===== src/rtl/truth_table_sequencer.sv =====
// Sweeps an N_IN-input combinational FUT through every input vector and records
// its output per vector in a truth table. Define TRUTH_EXPECT_CHECK_EN to add an expected-table compare.
module truth_table_sequencer #(
  parameter int N_IN   = 2,
  parameter int SETTLE = 20
) (
  input  logic                 clk,
  input  logic                 rst,
  input  logic                 start,
  output logic [N_IN-1:0]      fut_in,
  input  logic                 fut_out,
  output logic                 busy,
  output logic                 done,
  output logic [2**N_IN-1:0]   truth
`ifdef TRUTH_EXPECT_CHECK_EN
  ,
  input  logic [2**N_IN-1:0]   expected,
  output logic                 pass,
  output logic [2**N_IN-1:0]   mismatch
`endif
);

  localparam int TW = 2 ** N_IN;
  localparam int CW = (SETTLE > 1) ? $clog2(SETTLE) : 1;
  localparam logic [CW-1:0]   RELOAD   = CW'(SETTLE - 1);
  localparam logic [N_IN-1:0] LAST_VEC = {N_IN{1'b1}};

  typedef enum logic [1:0] {
    ST_IDLE   = 2'd0,
    ST_SETTLE = 2'd1,
    ST_SAMPLE = 2'd2,
    ST_DONE   = 2'd3
  } state_t;

  state_t          state_r,  state_nxt_s;
  logic [CW-1:0]   cnt_r,    cnt_nxt_s;
  logic [N_IN-1:0] fut_in_r, fut_in_nxt_s;
  logic            busy_r,   busy_nxt_s;
  logic            done_r,   done_nxt_s;
  logic [TW-1:0]   truth_r,  truth_nxt_s;
`ifdef TRUTH_EXPECT_CHECK_EN
  logic [TW-1:0]   exp_r,      exp_nxt_s;
  logic            pass_r,     pass_nxt_s;
  logic [TW-1:0]   mismatch_r, mismatch_nxt_s;
`endif

  // Next-state and next-output logic for the sweep controller.
  always_comb begin
    state_nxt_s  = state_r;
    cnt_nxt_s    = cnt_r;
    fut_in_nxt_s = fut_in_r;
    busy_nxt_s   = busy_r;
    done_nxt_s   = 1'b0;
    truth_nxt_s  = truth_r;
`ifdef TRUTH_EXPECT_CHECK_EN
    exp_nxt_s      = exp_r;
    pass_nxt_s     = pass_r;
    mismatch_nxt_s = mismatch_r;
`endif
    case (state_r)
      ST_IDLE: begin
        fut_in_nxt_s = '0;
        if (start) begin
          state_nxt_s = ST_SETTLE;
          truth_nxt_s = '0;
          busy_nxt_s  = 1'b1;
          cnt_nxt_s   = RELOAD;
`ifdef TRUTH_EXPECT_CHECK_EN
          exp_nxt_s      = expected;
          pass_nxt_s     = 1'b0;
          mismatch_nxt_s = '0;
`endif
        end else begin
          state_nxt_s = ST_IDLE;
          busy_nxt_s  = 1'b0;
        end
      end
      ST_SETTLE: begin
        if (cnt_r == '0) begin
          state_nxt_s = ST_SAMPLE;
        end else begin
          cnt_nxt_s = cnt_r - CW'(1);
        end
      end
      ST_SAMPLE: begin
        truth_nxt_s[fut_in_r] = fut_out;
        if (fut_in_r == LAST_VEC) begin
          state_nxt_s = ST_DONE;
          busy_nxt_s  = 1'b0;
          done_nxt_s  = 1'b1;
`ifdef TRUTH_EXPECT_CHECK_EN
          // Compare against the table including this final sample.
          mismatch_nxt_s = truth_nxt_s ^ exp_r;
          pass_nxt_s     = ((truth_nxt_s ^ exp_r) == {TW{1'b0}});
`endif
        end else begin
          state_nxt_s  = ST_SETTLE;
          fut_in_nxt_s = fut_in_r + N_IN'(1);
          cnt_nxt_s    = RELOAD;
        end
      end
      ST_DONE: begin
        state_nxt_s  = ST_IDLE;
        fut_in_nxt_s = '0;
      end
      default: begin
        state_nxt_s  = ST_IDLE;
        fut_in_nxt_s = '0;
        busy_nxt_s   = 1'b0;
      end
    endcase
  end

  // State and output registers with synchronous reset.
  always_ff @(posedge clk) begin
    if (rst) begin
      state_r    <= ST_IDLE;
      cnt_r      <= '0;
      fut_in_r   <= '0;
      busy_r     <= 1'b0;
      done_r     <= 1'b0;
      truth_r    <= '0;
`ifdef TRUTH_EXPECT_CHECK_EN
      exp_r      <= '0;
      pass_r     <= 1'b0;
      mismatch_r <= '0;
`endif
    end else begin
      state_r    <= state_nxt_s;
      cnt_r      <= cnt_nxt_s;
      fut_in_r   <= fut_in_nxt_s;
      busy_r     <= busy_nxt_s;
      done_r     <= done_nxt_s;
      truth_r    <= truth_nxt_s;
`ifdef TRUTH_EXPECT_CHECK_EN
      exp_r      <= exp_nxt_s;
      pass_r     <= pass_nxt_s;
      mismatch_r <= mismatch_nxt_s;
`endif
    end
  end

  assign fut_in = fut_in_r;
  assign busy   = busy_r;
  assign done   = done_r;
  assign truth  = truth_r;
`ifdef TRUTH_EXPECT_CHECK_EN
  assign pass     = pass_r;
  assign mismatch = mismatch_r;
`endif

endmodule


===== config.mk =====
export PLATFORM = sky130hd
export DESIGN_NAME = truth_table_sequencer
export DESIGN_NICKNAME = d
export VERILOG_FILES = /design/src/rtl/truth_table_sequencer.sv
export SDC_FILE = /design/constraint.sdc
export NUM_CORES = 1
export LEC_CHECK = 0
export ABC_AREA = 1
export CORE_AREA = 2 2 59 61
export CTS_CLUSTER_SIZE = 28
export DETAILED_ROUTE_END_ITERATION = 10
export DIE_AREA = 0 0 61 63
export GPL_TIMING_DRIVEN = 0
export PLACE_DENSITY = 0.5
export SYNTH_ARGS = -nofsm -noshare
export SYNTH_HDL_FRONTEND = slang
export SYNTH_SLANG_ARGS = --single-unit

===== constraint.sdc =====
create_clock -name clk -period 4.1 [get_ports clk]
set_input_delay 0.615 -clock clk [delete_from_list [all_inputs] [get_ports clk]]
set_output_delay 0.615 -clock clk [all_outputs]
set_load 0.02 [all_outputs]

==> flow_summary.toml <==
[global_routing]
grt_max_degree = 10
grt_pass1_vias = 748
antenna_found_initial = 0
grt_pass1_wl_um = 3060
grt_usage_pct = 10.4
grt-ovfl-total = 0

[critical_path]
slowest_stage = "clkdlybuf4s50_1"
start_kind = "flip-flop"
reg2reg_slack_ps = 2570
cp_top_family = "buffers and inverters"
cp_data_arrival_time_ps = 1320
crit_type = "reg2out"
endpoint_kind = "output port"
crit_fanout = 4
crit_required_ps = 3480
cp_num_buf_inv = 1
path_cells = "clkdlybuf4s50_1"
cp_slowest_stage_delay_ps = 640

[yosys]
muxShareOfSynthArea_pct = 0
synth_area_sq_um = 913
async_flop_share_pct = 0
netlist_instances = 119
synthAdderAreaFrac_pct = 13.7
synth_edf_count = 0
synthSimpleGateAreaFrac_pct = 33.6
yosysUniqueCellTypes = 24
synth_area_leaders = "dfxtp_1 (33%), ha_1 (14%), nand2_1 (8.6%), inv_1 (5.8%), a21oi_1 (5.5%)"
seq_area_frac_synth_pct = 32.9
synth_ff_type = "dfxtp_1"
synth-compound-area-share_pct = 11.5
ys_warn_count = 0
synthTopCellsByCount = "nand2_1 (21), dfxtp_1 (15), inv_1 (14)"
synth_seq_cells = 15
synthXorXnorAreaFrac_pct = 0
syn-num-nets = 133
synth_most_common_cell = "nand2_1"
avgSynthCellArea_sq_um = 7.68
yosysTopAreaCell = "dfxtp_1"
synth_top_family_by_area = "simple AND/OR/NAND/NOR gates"
synth_top_area_share_pct = 32.9

[floorplan]
die_h_um = 63
die_area_sq_um = 3840
rows = 21
die_w_um = 61
io_pins = 12
initial_core_util_pct = 28.3
coreArea_sq_um = 3230

[detailed_routing]
drt-pass1-iter-count = 4
vias = 781
vias_per_cell = 4.36
drt_iter0_drc = 15
drcViolationCount = 0
wl_per_cell_um = 10.0
ant_nets = 0
drt_wl_total_um = 1800

[cells_and_area]
n_antenna_cell = 0
layout-drive-gt1-share_pct = 15.0
nets = 148
post-route-util_pct = 34.0
area_delta_synth_final_pct = 20.1

[timing]
final_max_slew_viol_count = 0
tns_ps = 0
setup_violations = 0
setup_ws_ps = 2160
max_freq_mhz = 516
hold_viol = 0
slew_headroom_pct = 72.0
rsz0062_at_grt = "false"
finalCritPeriodShare_pct = 47.3
worst_clock_skew_ps = 7.84
tightest_slew_ps = 420
layout_min_cycle_time_ps = 1940
holdWs_ps = 468

[clock_tree]
root_buffer = "clkbuf_4"
clkTransAtPathRegs_ps = 100
cts_resized = 0
clk-insertion-delay-late_ps = 280
cts_buffers = 3
cts_tree = "done"
htree_levels = 1
cts_setup_buffers = 0
holdBufCountCts = 0
cts_buffer_depth = 2
cts.sinks = 15

[pwr]
power.leakage_nw = 0.500
p_per_area_nw_per_um2 = 672
finalPower_w = 0.000738
ir_drop_mv = 0.202

[place]
finalWeightedCongestion = 0.741
dp_hpwl_um = 1410
io_buffers = 10
place_ws_ps = 2250

[job]
drv_cap = 0

[run_status]
outcome = "finished, final reports clean"

[min_path]
hold_class = "reg2reg"
-- sequential cells by signal (all words and copies together) (netlist names) --
| signal | count |
|---|---|
| fut_in | 2 |
| state_r | 2 |
| cnt_r | 5 |
| truth | 4 |
| done | 1 |
| busy | 1 |
-- logic make-up after synthesis --
| logic type | after synthesis |
|---|---|
| buf+inv | 20 |
| fa+ha+maj | 10 |
| compound gates | 17 |
| simple gates | 57 |
| flops | 15 |
-- area by class of cell --
| type | instances | area, sq um |
|---|---|---|
| tap | 46 | 57.6 |
| fill | 376 | 2130 |
| buffer | 2 | 8.76 |
| inverter | 18 | 67.6 |
| timing repair buffer | 10 | 100 |
| clock buffer | 4 | 26.3 |
| multi-input combinational | 84 | 537 |
| sequential | 15 | 300 |
-- metrics by stage --
step / std cells / instance area, sq um
4_1_cts: 179 / 1100
6_report: 179 / 1100
3_3_place_gp: 175 / 1070
3_5_place_dp: 175 / 1070
5_1_grt: 179 / 1100
2_1_floorplan: 119 / 913
-- power breakdown --
| group | internal, W | switching [W] | leakage [nW] |
|---|---|---|---|
| clock network | 0.0000377 | 0.0000487 | 0.0150 |
| logic | 0.000167 | 0.000254 | 0.362 |
| registers | 0.000192 | 0.0000382 | 0.123 |
-- final timing paths --
kind / start / end / cells after the start
max: fut_in[0] / fut_in[0] / 1
min: truth[3] / truth[3] / 2
max reg2reg: state_r[0] / truth[2] / 8
min reg2reg: truth[3] / truth[3] / 2
-- layer usage --
metal | track usage (%) | vias up | part of all wire, %
met2 | 18.4 | 12 | 50
met5 | 0 | - | 0
li1 | - | 409 | -
met1 | 11.5 | 360 | 45
met3 | 4.14 | 0 | 4.3
met4 | 1.63 | 0 | 0
-- placed cells by master (no fill, tap or decap), drive strengths merged --
cell type       n
nand2          25
inv            18
nor2           17
dfxtp          15
a21oi          11
ha             10
clkdlybuf4s50  10
nand3          10
clkbuf          6
nand4           4
a211oi          2
o21ai           2
a31oi           1
o211ai          1
or2             1
(Power assumes the default switching activity.)
